[src/rtl/fifo_arb_pkg.sv]
// ============================================================================
// Module      : fifo_arb_pkg
// Description : Shared types and constants for the FIFO write-port arbiter.
//               Holds the controller state encoding, the statistics counter
//               width and a constant-evaluable ceil(log2) helper.
// Revision    : 1.0 - initial release
// ============================================================================
`default_nettype none

package fifo_arb_pkg;

  // Controller state encoding.
  typedef enum logic [0:0] {
    ST_IDLE  = 1'b0,
    ST_BURST = 1'b1
  } arb_state_e;

  // Width of each per-requester beat counter.
  localparam int STAT_W = 16;

  // ceil(log2(value)); clog2(1) returns 0, callers clamp where needed.
  function automatic int clog2(input int value);
    int result;
    int remain;
    result = 0;
    remain = value - 1;
    while (remain > 0) begin
      result = result + 1;
      remain = remain >> 1;
    end
    return result;
  endfunction

endpackage

`default_nettype wire

[src/rtl/rr_pick.sv]
// ============================================================================
// Module      : rr_pick
// Description : Combinational round-robin picker. Scans the request vector
//               upward starting at last_grant+1 (wrapping modulo Num_Req)
//               and returns the first set index.
// Ports       : req        - request vector, one bit per requester
//               last_grant - index of the most recent grantee
//               any        - high when at least one request bit is set
//               index      - selected requester (last_grant when any = 0)
// Revision    : 1.0 - initial release
// ============================================================================
`default_nettype none

module rr_pick #(
  parameter int Num_Req = 4,
  parameter int Id_W    = 2
) (
  input  logic [Num_Req-1:0] req,
  input  logic [Id_W-1:0]    last_grant,
  output logic               any,
  output logic [Id_W-1:0]    index
);

  always_comb begin
    int cand;
    logic hit;
    any   = 1'b0;
    index = last_grant;
    cand  = 0;
    hit   = 1'b0;
    // Offsets 1..Num_Req visit every requester once, with last_grant itself
    // checked last so it only wins when nobody else is asking.
    for (int k = 1; k <= Num_Req; k++) begin
      cand = int'(last_grant) + k;
      if (cand >= Num_Req) begin
        cand = cand - Num_Req;
      end
      hit = 1'b0;
      for (int i = 0; i < Num_Req; i++) begin
        if (req[i] && (i == cand)) begin
          hit = 1'b1;
        end
      end
      if (hit && !any) begin
        any   = 1'b1;
        index = Id_W'(cand);
      end
    end
  end

endmodule

`default_nettype wire

[src/rtl/fifo_wr_arbiter.sv]
// ============================================================================
// Module      : fifo_wr_arbiter
// Description : Shares one FIFO write port between Num_Req producers. Grants
//               round-robin in bursts of up to Burst_Max beats, honours
//               fifo_full backpressure without a register stage, and leaves
//               exactly one IDLE cycle between bursts.
// Ports       : Clk, Rst_n          - clock, asynchronous active-low reset
//               req_valid/req_data  - producer side (data flattened by index)
//               req_ready           - per-producer accept (grantee only)
//               fifo_full           - FIFO backpressure
//               wr_en/fifo_in       - FIFO write port
//               grant_id, busy      - current/last grantee, BURST indicator
//               stat_sel/stat_count - per-requester beat counter readback
// Options     : define FIFO_ARB_STATS_EN to build the 16-bit saturating beat
//               counters; otherwise stat_count reads 0 and stat_sel is unused.
// Revision    : 1.0 - initial release
// ============================================================================
`default_nettype none

module fifo_wr_arbiter
  import fifo_arb_pkg::*;
#(
  parameter int Width     = 8,
  parameter int Num_Req   = 4,
  parameter int Burst_Max = 4
) (
  input  logic                       Clk,
  input  logic                       Rst_n,
  input  logic [Num_Req-1:0]         req_valid,
  input  logic [Num_Req*Width-1:0]   req_data,
  output logic [Num_Req-1:0]         req_ready,
  input  logic                       fifo_full,
  output logic                       wr_en,
  output logic [Width-1:0]           fifo_in,
  output logic [clog2(Num_Req)-1:0]  grant_id,
  output logic                       busy,
  input  logic [clog2(Num_Req)-1:0]  stat_sel,
  output logic [STAT_W-1:0]          stat_count
);

  localparam int ID_W   = clog2(Num_Req);
  localparam int BEAT_W = (clog2(Burst_Max + 1) < 1) ? 1 : clog2(Burst_Max + 1);

  localparam logic [0:0] S_IDLE  = ST_IDLE;
  localparam logic [0:0] S_BURST = ST_BURST;

  // --------------------------------------------------------------------------
  // Registered state
  // --------------------------------------------------------------------------
  logic [0:0]        state_q,      state_d;
  logic [ID_W-1:0]   grant_id_q,   grant_id_d;
  logic [BEAT_W-1:0] beat_cnt_q,   beat_cnt_d;
  logic [ID_W-1:0]   last_grant_q, last_grant_d;

  // --------------------------------------------------------------------------
  // Grantee selection and transfer qualification
  // --------------------------------------------------------------------------
  logic             w_in_burst;
  logic             w_valid_g;
  logic [Width-1:0] w_data_g;
  logic             w_xfer;
  logic             w_last_beat;
  logic             w_pick_any;
  logic [ID_W-1:0]  w_pick_idx;

  always_comb begin
    w_valid_g = 1'b0;
    w_data_g  = '0;
    for (int i = 0; i < Num_Req; i++) begin
      if (grant_id_q == ID_W'(i)) begin
        w_valid_g = req_valid[i];
        w_data_g  = req_data[i*Width +: Width];
      end
    end
  end

  assign w_in_burst  = (state_q == S_BURST);
  assign w_xfer      = w_in_burst && w_valid_g && !fifo_full;
  assign w_last_beat = (beat_cnt_q == BEAT_W'(Burst_Max - 1));

  rr_pick #(
    .Num_Req (Num_Req),
    .Id_W    (ID_W)
  ) u_rr_pick (
    .req        (req_valid),
    .last_grant (last_grant_q),
    .any        (w_pick_any),
    .index      (w_pick_idx)
  );

  // --------------------------------------------------------------------------
  // Outputs: purely combinational from state and live inputs, so fifo_full
  // gates wr_en in the same cycle it is asserted.
  // --------------------------------------------------------------------------
  assign wr_en    = w_xfer;
  assign busy     = w_in_burst;
  assign fifo_in  = w_in_burst ? w_data_g : '0;
  assign grant_id = grant_id_q;

  for (genvar gi = 0; gi < Num_Req; gi++) begin : g_ready
    assign req_ready[gi] = w_in_burst && (grant_id_q == ID_W'(gi)) && !fifo_full;
  end

  // --------------------------------------------------------------------------
  // Next-state logic
  // --------------------------------------------------------------------------
  always_comb begin
    state_d      = state_q;
    grant_id_d   = grant_id_q;
    beat_cnt_d   = beat_cnt_q;
    last_grant_d = last_grant_q;
    case (state_q)
      S_IDLE: begin
        if (w_pick_any) begin
          grant_id_d = w_pick_idx;
          beat_cnt_d = '0;
          state_d    = S_BURST;
        end
      end
      S_BURST: begin
        if (!w_valid_g) begin
          // Grantee withdrew: release the port immediately.
          last_grant_d = grant_id_q;
          state_d      = S_IDLE;
        end else if (!fifo_full) begin
          beat_cnt_d = beat_cnt_q + 1'b1;
          if (w_last_beat) begin
            last_grant_d = grant_id_q;
            state_d      = S_IDLE;
          end
        end
        // valid with fifo_full is a stall: everything holds.
      end
      default: begin
        state_d = S_IDLE;
      end
    endcase
  end

  // last_grant resets to the top index so requester 0 is scanned first.
  always_ff @(posedge Clk or negedge Rst_n) begin
    if (!Rst_n) begin
      state_q      <= S_IDLE;
      grant_id_q   <= '0;
      beat_cnt_q   <= '0;
      last_grant_q <= ID_W'(Num_Req - 1);
    end else begin
      state_q      <= state_d;
      grant_id_q   <= grant_id_d;
      beat_cnt_q   <= beat_cnt_d;
      last_grant_q <= last_grant_d;
    end
  end

  // --------------------------------------------------------------------------
  // Optional per-requester beat statistics
  // --------------------------------------------------------------------------
`ifdef FIFO_ARB_STATS_EN
  logic [Num_Req*STAT_W-1:0] w_stat_flat;

  for (genvar gs = 0; gs < Num_Req; gs++) begin : g_stat_ctr
    logic [STAT_W-1:0] cnt_q, cnt_d;

    always_comb begin
      cnt_d = cnt_q;
      if (w_xfer && (grant_id_q == ID_W'(gs)) && (cnt_q != {STAT_W{1'b1}})) begin
        cnt_d = cnt_q + 1'b1;
      end
    end

    always_ff @(posedge Clk or negedge Rst_n) begin
      if (!Rst_n) begin
        cnt_q <= '0;
      end else begin
        cnt_q <= cnt_d;
      end
    end

    assign w_stat_flat[gs*STAT_W +: STAT_W] = cnt_q;
  end

  always_comb begin
    stat_count = '0;
    for (int i = 0; i < Num_Req; i++) begin
      if (stat_sel == ID_W'(i)) begin
        stat_count = w_stat_flat[i*STAT_W +: STAT_W];
      end
    end
  end
`else
  logic w_unused_stat_sel;

  assign stat_count        = '0;
  assign w_unused_stat_sel = ^stat_sel;
`endif

endmodule

`default_nettype wire
[config.mk]
export PLATFORM = sky130hd
export DESIGN_NAME = fifo_wr_arbiter
export DESIGN_NICKNAME = d
export VERILOG_FILES = /design/src/rtl/fifo_arb_pkg.sv /design/src/rtl/rr_pick.sv /design/src/rtl/fifo_wr_arbiter.sv
export SDC_FILE = /design/constraint.sdc
export NUM_CORES = 1
export LEC_CHECK = 0
export ABC_AREA = 1
export CELL_PAD_IN_SITES_DETAIL_PLACEMENT = 1
export CELL_PAD_IN_SITES_GLOBAL_PLACEMENT = 2
export CORE_MARGIN = 2
export CORE_UTILIZATION = 16
export CTS_CLUSTER_DIAMETER = 30
export DETAILED_ROUTE_END_ITERATION = 8
export PLACE_DENSITY = 0.8
export SKIP_CTS_REPAIR_TIMING = 1
export SLEW_MARGIN = 20
export SYNTH_ARGS = -nofsm -noshare
export SYNTH_HDL_FRONTEND = slang
export SYNTH_SLANG_ARGS = --single-unit
export TNS_END_PERCENT = 10
[constraint.sdc]
create_clock -name Clk -period 1.96 [get_ports Clk]
set_input_delay 0.392 -clock Clk [delete_from_list [all_inputs] [get_ports Clk]]
set_output_delay 0.392 -clock Clk [all_outputs]
set_load 0.02 [all_outputs]
==> impl_metrics.toml, run 1 <==
[final_layout]
fillers = 803
multiInputGateArea_um2 = 711
fin_area_mm2 = 0.00179
nNetsFinal = 293
drive_above_1_share_pct = 21.6
instances_no_fill = 322
final_util_pct = 28.4
syn2layout_area_growth_pct = 73.0
antennaDiodeCount = 0
regArea_um2 = 205

[critical_path]
regToRegSetupSlack_ns = 0.22
reg2reg_from = "last_grant_q[0]"
cp-end-kind = "output pin"
r2r-end = "grant_id[0]"
reg2regPathDepth = 10
worstPathRequired_ns = 1.57
start_kind = "register"
worst-path-max-fanout = 8
cp.arrival_ns = 1.51
timing_worst_setup_path_type = "reg -> out"

[global_route]
overflow = 0
antenna_found_initial = 0
grt_max_degree = 10
grt_usage_pct = 10.8
grt_pass1_wl_um = 6320
grt_pass1_vias = 1353

[job]
cap_violations = 0

[power_and_ir_drop]
total_power_uw = 2490
power.leakage_uw = 0.000921
p_per_area_mw_per_mm2 = 1390
peakVddDrop_mv = 0.440

[route]
dr.pass1.iters = 4
drtIter0Drc = 18
wl_per_cell_um = 11.8
vias_per_cell = 4.05
ant_nets = 0
drc = 0
vias = 1303
drt-total-wl_um = 3810

[sta]
max_freq_mhz = 525
layout_setup_ws_ns = 0.0544
fin_skew_ns = 0.00133
rsz0062_at_grt = "yes"
finalMaxSlewViolations = 0
layout_min_cycle_time_ns = 1.91
hold_viol_final = 0
post-route-period-util_pct = 97.2
final-setup-viol-count = 0

[placed_design]
gp_congestion = 0.817
portBuffers = 54
dpl_cell_area_mm2 = 0.00177
pre_cts_ws_ns = -0.418
hpwl_um = 3240
dp.cells = 318

[synthesis]
synth_common_cells = "60 x nand2_1, 16 x buf_4, 15 x o21ai_0, 11 x nor2_1, 10 x inv_1"
netlist_instances = 169
ys_types = 26
syn_area_mm2 = 0.00104
synthFlopType = "dfrtp_1"
ys_seq_area_share_pct = 19.5
synth_area_leaders = "nand2_1 22%, dfrtp_1 14%, buf_4 12%, ha_1 7.2%, o21ai_0 7.2%"
async_flop_share_pct = 100
synth-seq-cells = 8
yosysTopAreaCell = "nand2_1"
yosys_warnings = 0
synth_edf_count = 0
synth.most_common_cell = "nand2_1"
syn_avg_cell_area_um2 = 6.14
yosysTopAreaCellShare_pct = 21.7

[floorplanning]
die_x_um = 84.5
core-area_mm2 = 0.00631
initial_core_util_pct = 16.4
fp.dieH_um = 84.5
dieArea_mm2 = 0.00714
core.rowCount = 29
ios = 73

[clocking]
clk_pin_slew_ns = 0.04
clock_sinks = 8
cts_tree = "yes"
worstSkewPairLatency_ns = 0.23
cts-buffers-inserted = 3
htreeDepth = 1
cts_buffer_depth = 2
clockRootBuffer = "clkbuf_8"

[run_status]
outcome = "completed"

[min_path]
hold_class = "in -> async"
[flip-flops by register name, indices dropped and copies added (netlist names)]
signal,cells
busy,1
beat_cnt_q,3
last_grant_q,2
grant_id,2
[per-stage QoR]
stage | TNS [ns] | hold WS (ns)
CTS | -4.93 | 0.457
finish | 0 | 0.445
detailed placement | -3.64 | 0.491
global placement | -3.24 | 0.475
global route | -0.196 | 0.473
floorplan | 0 | 0.0964
[power breakdown]
part	total, uW	internal (uW)	switching (uW)	leakage (uW)
Clock	217	142	74.9	0.0000228
Sequential	330	253	76.5	0.0000954
Combinational	1950	830	1120	0.000803
Total	2490	1230	1270	0.000921
[worst max path at each step]
stage | cells past startpoint | endpoint | startpoint | slack (ns)
finish | 5 | fifo_in[0] | grant_id[1] | 0.05
floorplan | 5 | fifo_in[4] | grant_id[1] | 0.16
global placement | 6 | wr_en | req_valid[2] | -0.41
global route | 7 | fifo_in[5] | grant_id[0] | -0.06
detailed placement | 6 | wr_en | req_valid[2] | -0.42
CTS | 6 | fifo_in[5] | grant_id[1] | -0.49
[per-layer routing]
layer | up-vias | share of wire [%] | track usage [%]
met5 | - | 0 | 0
met4 | 0 | 2.0 | 3.61
met3 | 7 | 5.0 | 1.38
met2 | 42 | 49 | 19.4
met1 | 586 | 44 | 13.2
li1 | 668 | - | -
[final cells by class]
class / count / area share (%)
Multi-Input combinational cell: 144 / 39.6
Timing Repair Buffer: 75 / 37.8
Sequential cell: 8 / 11.4
Tap cell: 77 / 5.37
Inverter: 14 / 3.28
Clock buffer: 4 / 2.51
[cells in the final DEF, fill, tap and decap left out, types with 4 or more instances in the layout]
cell type         n
ha_1              6
nand3_1           7
buf_2             4
buf_4            21
dlymetal6s2s_1    4
inv_1             9
clkdlybuf4s50_1  41
clkbuf_2          4
nor2_1           10
dfrtp_1           4
conb_1           16
a21oi_1           7
nand2_1          60
o21ai_0          13
o21ai_1           6
[critical path, cell delays in order (launching register included)]
cell and delay (ns):
dfrtp_2 0.46, buf_4 0.20, clkinvlp_4 0.15, o21ai_0 0.18, a21oi_1 0.08, dlymetal6s2s_1 0.21
[logic make-up after synthesis]
| logic type | count (synthesis) | synth area share, % |
|---|---|---|
| AO/OA/AOI/OAI | 30 | 16.2 |
| XOR/XNOR | 1 | 0.845 |
| adder cells (fa/ha/maj) | 6 | 7.24 |
| buffers and inverters | 32 | 17.6 |
| flip-flops | 8 | 19.5 |
| other | 1 | 0.362 |
| AND/OR/NAND/NOR | 91 | 38.2 |
(Power assumes the default switching activity.)
==> run 2: changes to the inputs <==
SKIP_LAST_GASP = 1   (was unset)
==> run 2 against run 1 <==
Net effect:
- the run now ends with setup timing left
- core utilization increased by 0.85 points
- global-route usage unchanged
- combinational power increased by 3%
- die area unchanged
- design area increased by 3.0%
- setup slack got worse by 0.34 ns
- critical path type is now in -> out
==> impl_metrics.toml, run 2 (same netlist as run 1, synthesis figures left out) <==
[power_and_ir_drop]
seqPwrFrac_pct = 12.8
sw_frac_of_total_pct = 49.3
p_switching_uw = 1250
power.leakage_uw = 0.00101
p_per_area_mw_per_mm2 = 1380
peakVddDrop_mv = 0.450
internal-power_uw = 1290
clock_power_share_pct = 8.5
p_comb_share_pct = 78.7

[sta]
layout_min_cycle_time_ns = 2.24
final-setup-viol-count = 4
finalMaxSlewViolations = 0
post-route-period-util_pct = 114
hold_viol_final = 0
max_freq_mhz = 446
finalSetupTns_ns = -0.588
rsz0062_at_grt = "yes"
layout_setup_ws_ns = -0.283
fin_skew_ns = 0.00133

[placed_design]
portBuffers = 54
hpwl_um = 3240
gp_congestion = 0.817
dpl_cell_area_mm2 = 0.00177
pre_cts_ws_ns = -0.418

[critical_path]
cp.buffers_inverters = 3
r2r-end = "grant_id[0]"
start_kind = "input port"
crit_path_end = "req_ready[2]"
reg2regPathDepth = 10
cp.arrival_ns = 1.85
regToRegSetupSlack_ns = 0.22
critical_path.startpoint = "fifo_full"
worstPathRequired_ns = 1.57
timing_worst_setup_path_type = "in -> out"
cp_slowest_stage_delay_ns = 0.62
critical-path-top-delay-family = "buffers and inverters"
cp.depth = 5
slowest_stage = "clkdlybuf4s50_1"
worst-path-max-fanout = 4
path_cells = "clkdlybuf4s50_1, nor2_1, inv_1, nor2_1, clkdlybuf4s50_1"
reg2reg_from = "last_grant_q[0]"
cp-end-kind = "output pin"

[min_path]
hold_class = "in -> async"

[route]
ant_nets = 0
vias = 1307
drtIter0Drc = 16
drc = 0
drt-total-wl_um = 3820
dr.pass1.iters = 4
vias_per_cell = 4.06
wl_per_cell_um = 11.9

[final_layout]
mostFrequentLayoutCell = "nand2_1"
mostFrequentLayoutCells = "60 x nand2_1, 43 x clkdlybuf4s50_1, 20 x buf_4"
top_register = "beat_cnt_q"
antennaDiodeCount = 0
largest_reg_flops = 3
drive_above_1_share_pct = 17.1
nNetsFinal = 293
syn2layout_area_growth_pct = 78.2
fin_area_mm2 = 0.00185

[clocking]
cts-buffers-inserted = 3
worstSkewPairLatency_ns = 0.23
cts_tree = "yes"
clockRootBuffer = "clkbuf_8"
htreeDepth = 1
clk_pin_slew_ns = 0.04
cts_buffer_depth = 2
clock_sinks = 8

[global_route]
grt_usage_pct = 10.8
grt_pass1_vias = 1353
overflow = 0
grt_max_degree = 10
antenna_found_initial = 0
grt_util_met2_pct = 19.4
grt.met3_usage_pct = 1.38
grt_busiest_layer = "met2"
met1_usage_pct = 13.2
grt_pass1_wl_um = 6320

[floorplanning]
dieArea_mm2 = 0.00714
core-area_mm2 = 0.00631
core.rowCount = 29
die_x_um = 84.5
initial_core_util_pct = 16.4
ios = 73
fp.dieH_um = 84.5

[run_status]
outcome = "finished with violations"
violations = "setup timing"

[job]
cap_violations = 0
[run 2: power groups by stage]
stage	registers (uW)	logic (uW)	clock network (uW)
after CTS	320	2070	226
after global placement	318	2030	0
after detailed placement	323	2060	0
after global routing	341	2250	235
final	326	2000	217
after floorplan	365	1090	0
[run 2: worst min-delay path by stage]
stage	endpoint	depth (start not counted)
after floorplan	beat_cnt_q[0]	0
after global placement	beat_cnt_q[0]	1
after detailed placement	beat_cnt_q[0]	1
after CTS	beat_cnt_q[1]	1
after global routing	beat_cnt_q[1]	1
final	beat_cnt_q[1]	1
[run 2: worst register-to-register path: cells and delay by family (launching register included)]
family,cells,cell delay [ns]
adders and majority gates,1,0.24
buffers and inverters,2,0.10
and+or+nand+nor,7,0.75
DFF,1,0.52
[run 2: area by class of cell]
| type | count | area [um^2] |
|---|---|---|
| Fill cell | 796 | 4470 |
| Timing Repair Buffer | 75 | 738 |
| Multi-Input combinational cell | 144 | 711 |
| Sequential cell | 8 | 205 |
| Tap cell | 77 | 96.3 |
| Inverter | 14 | 52.6 |
| Clock buffer | 4 | 45.0 |
[run 2: metal layers]
metal  up-vias  share of wire (%)
met5         -                  0
met4         0                2.0
met3         7                5.2
met2        42                 49
met1       591                 44
li1        667                  -
[run 2: metrics by stage]
stage / total power [uW] / std cells / hold WS, ns / util, %
4_1_cts: 2610 / 322 / 0.457 / 28.8
3_3_place_gp: 2350 / 318 / 0.475 / 28.0
3_5_place_dp: 2380 / 318 / 0.491 / 28.0
6_report: 2540 / 322 / 0.447 / 29.3
2_1_floorplan: 1450 / 184 / 0.0964 / -
5_1_grt: 2830 / 322 / 0.473 / 29.3
